===== src/rtl/alu_sched_pkg.sv =====
// Shared types and helpers for the ALU request scheduler: FSM state encoding,
// ALU flag bundle layout and multiply-command detection.
`ifndef WIDTH
`define WIDTH 8
`endif

package alu_sched_pkg;

  typedef enum logic [1:0] {
    IDLE  = 2'd0,
    ISSUE = 2'd1,
    WAIT  = 2'd2,
    RESP  = 2'd3
  } state_t;

  // Bit order matches the ALU flag bus {err,oflow,cout,g,l,e}.
  typedef struct packed {
    logic err;
    logic oflow;
    logic cout;
    logic g;
    logic l;
    logic e;
  } flags_t;

  localparam logic [3:0] CMD_MUL_INC = 4'd9;
  localparam logic [3:0] CMD_MUL_SHL = 4'd10;

  // Multiply commands only exist in arithmetic mode and take the long latency.
  function automatic logic is_mul(input logic mode, input logic [3:0] cmd);
    return mode && ((cmd == CMD_MUL_INC) || (cmd == CMD_MUL_SHL));
  endfunction

endpackage


===== src/rtl/rr_arbiter.sv =====
// Combinational arbiter: picks one requester starting the search at ptr and
// returns both a one-hot grant and its index.
// Build option: ALU_SCHED_FIXED_PRIO_EN selects fixed priority (lowest index
// wins) and ignores ptr.
module rr_arbiter #(
  parameter int NUM_REQ = 4,
  parameter int IDW     = $clog2(NUM_REQ)
) (
  input  logic [NUM_REQ-1:0] req,
  input  logic [IDW-1:0]     ptr,
  output logic [NUM_REQ-1:0] grant,
  output logic [IDW-1:0]     grant_idx
);

  logic [IDW-1:0] cand;

`ifdef ALU_SCHED_FIXED_PRIO_EN
  logic unused_ptr;
  assign unused_ptr = ^ptr;

  // Scan from the highest index down so the lowest requesting index is kept.
  always_comb begin
    // NOTE: every combinational output gets a default before any conditional
    // assignment, otherwise the tool infers a latch for the idle paths.
    grant_idx = '0;
    cand      = '0;
    grant     = '0;
    for (int k = NUM_REQ - 1; k >= 0; k--) begin
      cand = IDW'(k);
      if (req[cand]) grant_idx = cand;
    end
    if (|req) grant[grant_idx] = 1'b1;
  end
`else
  // Scan the circular order backwards from ptr+N-1 to ptr so the first
  // requester at or after ptr overwrites all others.
  always_comb begin
    grant_idx = '0;
    cand      = '0;
    grant     = '0;
    for (int k = NUM_REQ - 1; k >= 0; k--) begin
      cand = IDW'((int'(ptr) + k) % NUM_REQ);
      if (req[cand]) grant_idx = cand;
    end
    if (|req) grant[grant_idx] = 1'b1;
  end
`endif

endmodule


===== src/rtl/alu_req_scheduler.sv =====
// Shares one ALU between NUM_REQ requesters: arbitrates, latches the winning
// payload onto the ALU ports, waits the command-dependent latency and returns
// the result tagged with the requester id. One operation in flight at a time.
// Build option: ALU_SCHED_FIXED_PRIO_EN selects fixed-priority arbitration
// (rr_ptr then stays 0); default is round-robin.
`ifndef WIDTH
`define WIDTH 8
`endif

module alu_req_scheduler
  import alu_sched_pkg::*;
#(
  parameter int NUM_REQ = 4,
  parameter int WIDTH   = `WIDTH,
  parameter int ALU_LAT = 1,
  parameter int MUL_LAT = 3
) (
  input  logic                       clk,
  input  logic                       rst_n,
  input  logic [NUM_REQ-1:0]         req,
  input  logic [NUM_REQ-1:0]         req_mode,
  input  logic [NUM_REQ*4-1:0]       req_cmd,
  input  logic [NUM_REQ*WIDTH-1:0]   req_opa,
  input  logic [NUM_REQ*WIDTH-1:0]   req_opb,
  input  logic [NUM_REQ-1:0]         req_cin,
  input  logic [NUM_REQ*2-1:0]       req_inp_valid,
  output logic [NUM_REQ-1:0]         gnt,
  output logic                       alu_ce,
  output logic                       alu_mode,
  output logic                       alu_cin,
  output logic [3:0]                 alu_cmd,
  output logic [WIDTH-1:0]           alu_opa,
  output logic [WIDTH-1:0]           alu_opb,
  output logic [1:0]                 alu_inp_valid,
  input  logic [WIDTH:0]             alu_res,
  input  logic [5:0]                 alu_flags,
  output logic                       rsp_valid,
  input  logic                       rsp_ready,
  output logic [$clog2(NUM_REQ)-1:0] rsp_id,
  output logic [WIDTH:0]             rsp_res,
  output logic [5:0]                 rsp_flags
);

  localparam int IDW     = $clog2(NUM_REQ);
  localparam int MAX_LAT = (ALU_LAT > MUL_LAT) ? ALU_LAT : MUL_LAT;
  localparam int CNT_W   = $clog2(MAX_LAT) + 1;

  state_t             state;
  logic [IDW-1:0]     rr_ptr;
  logic [IDW-1:0]     win_id;
  logic [CNT_W-1:0]   cnt;
  flags_t             rsp_flags_q;

  logic [NUM_REQ-1:0] arb_grant;
  logic [IDW-1:0]     arb_idx;

  rr_arbiter #(
    .NUM_REQ (NUM_REQ),
    .IDW     (IDW)
  ) u_arb (
    .req       (req),
    .ptr       (rr_ptr),
    .grant     (arb_grant),
    .grant_idx (arb_idx)
  );

  assign rsp_flags = rsp_flags_q;

  // Scheduler FSM: every output, including the ALU port payload, is a register.
  always_ff @(posedge clk or negedge rst_n) begin
    if (!rst_n) begin
      state         <= IDLE;
      rr_ptr        <= '0;
      win_id        <= '0;
      cnt           <= '0;
      gnt           <= '0;
      alu_ce        <= 1'b0;
      alu_mode      <= 1'b0;
      alu_cin       <= 1'b0;
      alu_cmd       <= '0;
      alu_opa       <= '0;
      alu_opb       <= '0;
      alu_inp_valid <= '0;
      rsp_valid     <= 1'b0;
      rsp_id        <= '0;
      rsp_res       <= '0;
      rsp_flags_q   <= '0;
    end else begin
      // NOTE: state registers use non-blocking assignments so every branch
      // reads the pre-edge values regardless of statement order.
      gnt <= '0;
      case (state)
        IDLE: begin
          if (|req) begin
            gnt           <= arb_grant;
            win_id        <= arb_idx;
            alu_ce        <= 1'b1;
            alu_mode      <= req_mode[arb_idx];
            alu_cin       <= req_cin[arb_idx];
            alu_cmd       <= req_cmd[int'(arb_idx)*4 +: 4];
            alu_opa       <= req_opa[int'(arb_idx)*WIDTH +: WIDTH];
            alu_opb       <= req_opb[int'(arb_idx)*WIDTH +: WIDTH];
            alu_inp_valid <= req_inp_valid[int'(arb_idx)*2 +: 2];
            state         <= ISSUE;
          end
        end
        ISSUE: begin
          // The ALU samples the payload at this edge; count its latency.
          cnt   <= is_mul(alu_mode, alu_cmd) ? CNT_W'(MUL_LAT - 1)
                                             : CNT_W'(ALU_LAT - 1);
          state <= WAIT;
        end
        WAIT: begin
          if (cnt == '0) begin
            rsp_res     <= alu_res;
            rsp_flags_q <= flags_t'(alu_flags);
            rsp_id      <= win_id;
            rsp_valid   <= 1'b1;
            alu_ce      <= 1'b0;
            state       <= RESP;
          end else begin
            cnt <= cnt - CNT_W'(1);
          end
        end
        RESP: begin
          if (rsp_ready) begin
            rsp_valid <= 1'b0;
`ifndef ALU_SCHED_FIXED_PRIO_EN
            rr_ptr    <= (win_id == IDW'(NUM_REQ - 1)) ? '0 : win_id + IDW'(1);
`endif
            state     <= IDLE;
          end
        end
        default: state <= IDLE;
      endcase
    end
  end

endmodule


===== config.mk =====
export PLATFORM = sky130hd
export DESIGN_NAME = alu_req_scheduler
export DESIGN_NICKNAME = d
export VERILOG_FILES = /design/src/rtl/alu_sched_pkg.sv /design/src/rtl/rr_arbiter.sv /design/src/rtl/alu_req_scheduler.sv
export SDC_FILE = /design/constraint.sdc
export NUM_CORES = 1
export LEC_CHECK = 0
export CAP_MARGIN = 5
export CORE_AREA = 5 5 100 102
export DETAILED_ROUTE_END_ITERATION = 6
export DIE_AREA = 0 0 105 107
export GPL_TIMING_DRIVEN = 0
export PLACE_DENSITY = 0.88
export SLEW_MARGIN = 20
export SYNTH_ARGS = -nofsm -noshare
export SYNTH_HDL_FRONTEND = slang
export SYNTH_SLANG_ARGS = --single-unit
export TNS_END_PERCENT = 30

===== constraint.sdc =====
create_clock -name clk -period 1.5 [get_ports clk]
set_input_delay 0.15 -clock clk [delete_from_list [all_inputs] [get_ports clk]]
set_output_delay 0.15 -clock clk [all_outputs]
set_load 0.01 [all_outputs]

Word-level counts from Yosys, hierarchy flattened

Cells that the tools add are included.

Word-level logic and storage cells: 96
Input port bits: 118
Output and inout bits: 47
Register bits: 56

Reductions and logical operators: 16
$add $sub $neg: 5
Eq/ne operators: 10
Shift-type cells: 4
Order comparisons: 6
Multiplexer cells: 34

Operators with widths:

| operator                                                                      | number |
|---|---|
| 32-bit by 6-bit indexed part select with 8-bit output                         | 2 |
| 2-bit 2-to-1 mux                                                              | 9 |
| 16-bit by 5-bit indexed part select with 4-bit output                         | 1 |
| 2-bit by 3-bit less-than comparator with 1-bit output (second input constant) | 5 |
| 1-bit binary-select mux with 2-bit select                                     | 6 |
| 1-bit 2-to-1 mux                                                              | 11 |
| 3-bit AND reduction                                                           | 3 |
| 4-bit == test (second input constant)                                         | 2 |
| 4-bit 2-to-1 mux                                                              | 2 |
| 2-bit inequality test (second input constant)                                 | 4 |
| 2-bit one-hot mux with 4 select lines                                         | 1 |
| 2-bit AND reduction                                                           | 4 |
| 8-bit by 4-bit indexed part select with 2-bit output                          | 1 |
| 2-bit == test (second input constant)                                         | 3 |
| 3-bit one-hot mux with 2 select lines                                         | 1 |
| 2-bit nonzero test                                                            | 3 |
| 2-bit by 1-bit adder with 2-bit output (second input constant)                | 2 |
| 2-bit adder (second input constant)                                           | 2 |
| 1-bit one-hot mux with 2 select lines                                         | 2 |
| 4-bit OR reduction                                                            | 1 |
| 3-bit zero test                                                               | 1 |
| 3-bit 2-to-1 mux                                                              | 1 |
| 3-bit by 1-bit subtractor with 3-bit output (second input constant)           | 1 |
| 1-bit demux with 2-bit select                                                 | 1 |
| other kinds (5)                                                               | 6 |

Longest topological paths before layout

Gate-level depths: netlist of run 1.

Word-level depth: 13
Gate-level depth with buffers: 8
Mapped depth without buffers: 7

Cells and area by module

A second synthesis of run 1 with hierarchy kept.

Cells, all modules: 219
Area, all modules: 3,118.0 µm²

By module, submodules not included:

| module            | area each (µm²) | sequential area each (µm²) | cells an instance | times used |
|---|---|---|---|---|
| alu_req_scheduler | 2,914.0         | 1,401.3                    | 188               | 1 |
| rr_arbiter        | 203.9           | 0.0                        | 31                | 1 |

Worst setup path after synthesis of run 1

OpenSTA, ideal clock, no wires.

Kind: register to register
From: register state[0]
To: register alu_cmd[0]
Setup time: 0.134 ns
Data required time: 1.366 ns
Path buffers: 2
Stages on the path, launching flop included: 9
Arrival: 1.526 ns
Setup slack: -0.160 ns
Clock period less this slack: 1.660 ns
Path through: dfrtp_1 > inv_1 > ha_1 > nor2b_1 > buf_2 > o211ai_4 > buf_6 > a211oi_1 > a211oi_2

Longest elaborated chain between the ends: 2

Ends and longest elaborated chain:

| what                                 | line                     | source |
|---|---|---|
| start: declaration                   | alu_req_scheduler.sv:48  | `state_t state;` |
| start signal: assignment             | alu_req_scheduler.sv:72  | `state <= IDLE;` |
| start signal: assignment             | alu_req_scheduler.sv:104 | `state <= ISSUE;` |
| start signal: assignment             | alu_req_scheduler.sv:111 | `state <= WAIT;` |
| 2-bit zero test                      | alu_req_scheduler.sv:92  | `case (state)` |
| 2-bit AND reduction (no source line) | --                       |  |
| end signal: assignment               | alu_req_scheduler.sv:100 | `alu_cmd <= req_cmd[int'(arb_idx)*4 +: 4];` |
| end: declaration                     | alu_req_scheduler.sv:31  | `output logic [3:0] alu_cmd,` |

Every way passes these cells.
A chain may end at the register's enable or synchronous reset.

Final worst setup path of run 1

From: register rr_ptr[0]
To: register alu_opa[4]

Longest elaborated chain between the ends: 8
Elaborated cells between the ends (all ways): 16
Those cells by class: add/sub: 3; shift: 1; mux: 12

Ends and longest elaborated chain:

| what                                                    | line                     | source |
|---|---|---|
| start: declaration                                      | alu_req_scheduler.sv:49  | `logic [IDW-1:0] rr_ptr;` |
| start signal: assignment                                | alu_req_scheduler.sv:129 | `rr_ptr <= (win_id == IDW'(NUM_REQ - 1)) ? '0 : win_id + IDW'(1);` |
| 2-bit adder                                             | rr_arbiter.sv:42         | `cand = IDW'((int'(ptr) + k) % NUM_REQ);` |
| 1-bit binary-select mux with 2-bit select               | rr_arbiter.sv:43         | `if (req[cand]) grant_idx = cand;` |
| 1-bit 2-to-1 mux (not written as such)                  | rr_arbiter.sv:43         |  |
| 2-bit 2-to-1 mux (3 in a row)                           | rr_arbiter.sv:43         |  |
| 2-bit 2-to-1 mux *                                      | rr_arbiter.sv:43         |  |
| 32-bit by 6-bit indexed part select with 8-bit output * | alu_req_scheduler.sv:101 | `alu_opa <= req_opa[int'(arb_idx)*WIDTH +: WIDTH];` |
| end signal: assignment                                  | alu_req_scheduler.sv:101 |  |
| end: declaration                                        | alu_req_scheduler.sv:32  | `output logic [WIDTH-1:0] alu_opa,` |

Every way passes the cells marked *; elsewhere a longest branch is shown, timed or not. The select of a mux whose other input is x is not followed.

==> results of run 1 <==
==> how the worst max path moves through the flow <==
stage	endpoint	start	cells past startpoint
6_report	alu_opa[4]$_DFFE_PN0P_	rr_ptr[0]$_DFFE_PN0P_	6
5_1_grt	alu_cmd[0]$_DFFE_PN0P_	rr_ptr[1]$_DFFE_PN0P_	6
4_1_cts	alu_opa[0]$_DFFE_PN0P_	rr_ptr[0]$_DFFE_PN0P_	6
3_5_place_dp	alu_opb[4]$_DFFE_PN0P_	req[1]	7
3_3_place_gp	alu_opb[1]$_DFFE_PN0P_	rst_n	1
2_1_floorplan	alu_cin$_DFFE_PN0P_	rr_ptr[0]$_DFFE_PN0P_	6
==> power by group through the flow <==
stage / Sequential [mW] / Clock, mW / Combinational, mW
floorplan: 2.94 / 0 / 2.72
global placement: 2.70 / 0 / 5.10
detailed placement: 2.75 / 0 / 5.24
CTS: 2.70 / 0.860 / 5.71
global route: 2.79 / 0.934 / 6.37
finish: 2.71 / 0.850 / 5.92
==> layout make-up <==
cell class | instances | area share [%]
multi-input combinational | 202 | 33.6
buffer | 17 | 3.39
timing repair buffer | 181 | 32.8
clock buffer | 5 | 1.26
clock inverter | 3 | 0.389
inverter | 6 | 0.412
sequential | 56 | 25.7
tap | 111 | 2.54
==> cells by family (layout without fill, tap and decap cells) <==
logic type / after synthesis / in the layout / synth area share [%]
adders and majority gates: 7 / 7 / 2.80
DFF: 56 / 56 / 44.7
and+or+nand+nor: 81 / 81 / 13.7
xor gates and xnor gates: 1 / 1 / 0.280
muxes: 44 / 44 / 14.8
buffers and inverters: 24 / 212 / 4.03
AOI/OAI and AO/OA: 69 / 69 / 19.6
==> metrics by stage <==
step / setup slack (ns) / area, µm² / TNS [ns] / total power [mW] / util, %
floorplan: -0.00310 / 3260 / -0.0494 / 5.66 / -
global placement: -1.50 / 5040 / -100.13 / 7.80 / 55.8
detailed placement: -0.608 / 5030 / -18.35 / 7.98 / 55.8
CTS: -0.175 / 5350 / -4.46 / 9.27 / 59.3
global route: -0.228 / 5470 / -6.10 / 10.1 / 60.6
finish: -0.153 / 5470 / -3.24 / 9.49 / 60.6
==> critical path, stage by stage (launching register included) <==
cell and delay [ns]:
dfrtp_1 0.40, and2b_4 0.22, a22oi_4 0.27, nand2_4 0.13, buf_6 0.18, mux2i_1 0.15, a211oi_2 0.22
==> cells in the mapped netlist <==
cell type  count
or3_1          1
nor2_2         1
nor2_1        27
clkbuf_2       1
and2_1         2
a21boi_2       1
nand2b_1       3
o21ai_0        8
inv_1          6
nor2b_1        3
mux2i_1       25
a211oi_2      18
nand3b_1       1
clkbuf_1       5
o21ai_2        1
buf_6          2
ha_1           7
and2b_4        1
buf_4          3
and3_1        25
nor4bb_1       1
a21o_1         2
buf_2          7
o31ai_1        1
a22oi_4        1
a221oi_1       1
nor3_1         3
a21oi_1        3
xor2_1         1
a22o_1         1
o21a_1         1
nor4_4         1
a211oi_1      30
mux2_2        19
o211ai_4       1
nand2_1       12
dfrtp_1       56
==> repair_timing <==
item                                   CTS  global route
setup endpoints to repair               43            42
buffers inserted                        12             3
gates cloned                             1             0
hold buffers                             1             0
resized for setup                       32            28
pin swaps                                5            15
endpoints found under the hold margin   56             0
==> sequential cells by signal (all words and copies together), names as in the netlist, 2 cells and up <==
| name | flops |
|---|---|
| rr_ptr | 2 |
| alu_opb | 8 |
| win_id | 2 |
| cnt | 3 |
| state | 2 |
| alu_opa | 8 |
| rsp_id | 2 |
| gnt | 4 |
| rsp_flags | 6 |
| alu_cmd | 4 |
| alu_inp_valid | 2 |
| rsp_res | 9 |
==> per-layer routing <==
metal	track usage, %	up-vias	wire (µm)
li1	-	1417	-
met1	20.2	1386	3890
met2	32.1	127	5380
met3	5.30	16	756
met4	5.84	0	240
met5	0	-	0
==> metrics.cfg, run 1 <==
[clock_network]
cts_tree = built
clk_latency_ns = 0.31
root_buffer = clkbuf_8
cts_sinks = 56
cts_buffer_depth = 2
cts.htree.levels = 2
clk_pin_slew_worst_paths_ns = 0.11
cts_buffers = 5

[power]
p_clk_share_pct = 9.0
p_int_mw = 5.83
p_sw_mw = 3.66
power_frac_comb_pct = 62.5
leakagePower_nw = 2.30
seq_power_share_pct = 28.6
ir_drop_mv = 0.714
p_per_area_nw_per_um2 = 1730
switching_share_pct = 38.6

[logic_synthesis]
ys_ff_latch = 56
yosysSeqAreaShare_pct = 44.7
avgSynthCellArea_um2 = 11.1
synth_top_area_share_pct = 44.7
ys_warn_count = 0
synth_area_leaders = dfrtp_1, mux2i_1, a211oi_1
yosys.area.top_type = dfrtp_1
syn-cell-area_um2 = 3130
synth_cells = 282
syn_nets = 407
synth.distinct_cells = 37

[min_path]
min_path_type = in2async

[cells_and_area]
multi_input_area_um2 = 1840
finalNonFillerCells = 581
fill_cells = 724
final_common_cell = clkdlybuf4s50_1
final_cell_mix = clkdlybuf4s50_1, dfrtp_1, a211oi_2
area_growth_pct = 74.6
ff_latch_area_um2 = 1400
drive_above_1_share_pct = 27.9
antennaDiodeCount = 0
fin_nets = 594

[sta]
fin_crit_sh_pct = 110
final_hold_viol_count = 0
whs_ns = 0.434
max_freq_mhz = 605
finalSetupViolations = 34
relSlewSlack_pct = 52.8
tightest_slew_ns = 0.708
setup_ws_ns = -0.153
rsz0062_at_grt = true
skew_ns = 0.0127
fin_crit_ns = 1.65
drv_slew = 0

[die]
start_util_pct = 34.7
ios = 165
die-area_um2 = 11200
dieWidth_um = 105
die_height_um = 107
core-area_um2 = 9020
row_count = 35

[outcome]
status = finished, violations left
violations = negative setup slack

[setup_path]
r2r_start = rr_ptr[0]$_DFFE_PN0P_
worstPathMaxFanout = 10
crit_type = reg2reg
r2r_slack_ns = -0.15
crit_path_end_kind = register
rr_worst_depth = 6
cp_data_arrival_time_ns = 1.89
required_ns = 1.74
startpoint_type = register
r2r_end = alu_opa[4]$_DFFE_PN0P_

[placement]
place_inst = 557
io_buffers = 164
routabilityCongestion = 0.785
dpl.hpwl_um = 7810

[global_routing]
grt_use_total_pct = 17.9
overflow = 0
antenna_found_initial = 0
grt_pass1_wl_um = 16300
grt_max_degree = 57
grt_pass1_vias = 3242

[drt]
dr.pass1.iters = 4
drt_iter0_markers = 67
wirelength_um = 10300
drc = 0
antenna_left = 0
wl_per_cell_um = 17.7
routed_via_density = 5.07
vias = 2946

[job]
maxCapViolations = 0

Note: power is estimated with default switching activity, not from simulation.
==> run 2, diff against run 1 <==
--- a/config.mk
+++ b/config.mk
@@ -6,11 +6,12 @@
 export NUM_CORES = 1
 export LEC_CHECK = 0
 export CAP_MARGIN = 5
-export CORE_AREA = 5 5 100 102
+export CORE_AREA = 5 5 83 123
+export CTS_CLUSTER_SIZE = 16
 export DETAILED_ROUTE_END_ITERATION = 6
-export DIE_AREA = 0 0 105 107
-export GPL_TIMING_DRIVEN = 0
-export PLACE_DENSITY = 0.88
+export DIE_AREA = 0 0 88 128
+export GPL_TIMING_DRIVEN = 1
+export PLACE_DENSITY = 0.87
 export SLEW_MARGIN = 20
 export SYNTH_ARGS = -nofsm -noshare
 export SYNTH_HDL_FRONTEND = slang
==> metrics.cfg, run 2 (same netlist as run 1, synthesis figures left out) <==
[power]
power_frac_comb_pct = 60.7
p_per_area_nw_per_um2 = 1790
p_int_mw = 6.23
ir_drop_mv = 0.977
power.total_mw = 10.0
seq_power_share_pct = 27.0
switching_share_pct = 37.9
p_clk_share_pct = 12.3
leakagePower_nw = 2.31
p_sw_mw = 3.80

[die]
start_util_pct = 34.5
core-area_um2 = 9090
ios = 165
row_count = 43
die_height_um = 128
die-area_um2 = 11300
dieWidth_um = 88

[setup_path]
r2r_slack_ns = -0.11
crit_family = compound AO/OA/AOI/OAI gates
cp_slowest_cell = dfrtp_1
r2r_end = alu_opb[0]$_DFFE_PN0P_
r2r_start = rr_ptr[0]$_DFFE_PN0P_
crit_chain = and2b_4 > a22oi_4 > nand2_4 > clkbuf_16 > mux2i_2 > a211oi_2
crit_type = reg2reg
worstPathMaxFanout = 10
rr_worst_depth = 6
startpoint_type = register
required_ns = 1.72
slowest_delay_ns = 0.39
cp_data_arrival_time_ns = 1.83
critPathBufInv = 1
crit_path_end_kind = register

[global_routing]
overflow = 0
grt_pass1_wl_um = 16200
grt_use_total_pct = 18.6
grt_max_degree = 37
grt_pass1_vias = 3314
antenna_found_initial = 0

[clock_network]
clk_latency_ns = 0.30
cts_sinks = 56
cts_buffers = 5
root_buffer = clkbuf_16
cts.htree.levels = 2
cts_tree = built
cts_buffer_depth = 2
clk_pin_slew_worst_paths_ns = 0.08

[cells_and_area]
drive_above_1_share_pct = 29.3
top_regs = rsp_res (9), alu_opa (8), alu_opb (8)
area_growth_pct = 79.2
largest_reg_flops = 9
largest-register = rsp_res
final_cell_mix = clkdlybuf4s50_1, dfrtp_1, a211oi_2
fill_cells = 734
antennaDiodeCount = 0
fin_nets = 595
final_common_cell = clkdlybuf4s50_1

[drt]
drt_iter0_markers = 116
vias = 3014
drc = 0
wirelength_um = 10600
dr.pass1.iters = 4
antenna_left = 0
wl_per_cell_um = 18.2
routed_via_density = 5.17

[placement]
dpl.hpwl_um = 7990
io_buffers = 164
dp_slack_ns = -0.382
routabilityCongestion = 0.782

[sta]
tightest_slew_ns = 0.547
final_hold_viol_count = 0
rsz0062_at_grt = true
finalSetupViolations = 25
setup_ws_ns = -0.111
fin_crit_ns = 1.61
relSlewSlack_pct = 63.5
drv_slew = 0
fin_crit_sh_pct = 107
max_freq_mhz = 621
skew_ns = 0.00581

[outcome]
violations = negative setup slack
status = finished, violations left

[job]
maxCapViolations = 0

[min_path]
min_path_type = in2async

[run 2: how the worst max path moves through the flow]
stage,startpoint,end,slack [ns],cells after the start
final,rr_ptr[0]$_DFFE_PN0P_,alu_opb[0]$_DFFE_PN0P_,-0.11,6
after CTS,rr_ptr[1]$_DFFE_PN0P_,alu_cmd[1]$_DFFE_PN0P_,-0.13,6
after global placement,req[1],alu_cmd[3]$_DFFE_PN0P_,-0.28,8
after floorplan,rr_ptr[0]$_DFFE_PN0P_,alu_cin$_DFFE_PN0P_,-0.003,6
after detailed placement,req[1],alu_opa[7]$_DFFE_PN0P_,-0.38,8
after global routing,rr_ptr[1]$_DFFE_PN0P_,alu_opb[5]$_DFFE_PN0P_,-0.17,6
[run 2: repair_timing]
action / in CTS / in global routing
setup buffers: 0 / 1
hold buffers: 1 / 0
pin swaps: 8 / 7
endpoints found under the hold margin: 20 / 0
endpoints found under the setup margin: 30 / 47
resized for setup: 17 / 24
gates cloned: 1 / 1
[run 2: power groups by stage]
stage          registers [mW]  clock network [mW]  logic, mW
3_5_place_dp             2.74                   0       5.59
2_1_floorplan            2.94                   0       2.72
5_1_grt                  2.80                1.32       6.54
4_1_cts                  2.72                1.26       5.82
3_3_place_gp             2.69                   0       5.40
6_report                 2.71                1.23       6.08
[run 2: through the flow]
stage	setup TNS, ns	std cells	cell area, µm²	hold WS [ns]	util [%]
detailed placement	-9.83	571	5220	0.165	57.4
global route	-4.34	583	5610	0.410	61.7
global placement	-7.43	571	5220	0.165	57.4
CTS	-2.38	581	5470	0.381	60.2
floorplan	-0.0494	282	3260	-0.146	-
finish	-2.05	583	5610	0.362	61.7
[run 2: layer usage]
metal	up-vias	track usage, %	routed length [µm]
met5	-	0	0
met1	1482	19.3	3760
li1	1411	-	-
met2	105	36.1	6040
met4	0	5.15	170
met3	16	4.12	654
[run 2: layout make-up]
| type | count | area, µm² | area share (%) |
|---|---|---|---|
| Multi-Input combinational cell | 202 | 1880 | 33.5 |
| Clock inverter | 3 | 26.3 | 0.468 |
| Clock buffer | 5 | 125 | 2.23 |
| Sequential cell | 56 | 1400 | 25.0 |
| Timing Repair Buffer | 199 | 2020 | 35.9 |
| Tap cell | 112 | 140 | 2.50 |
| Inverter | 6 | 22.5 | 0.401 |
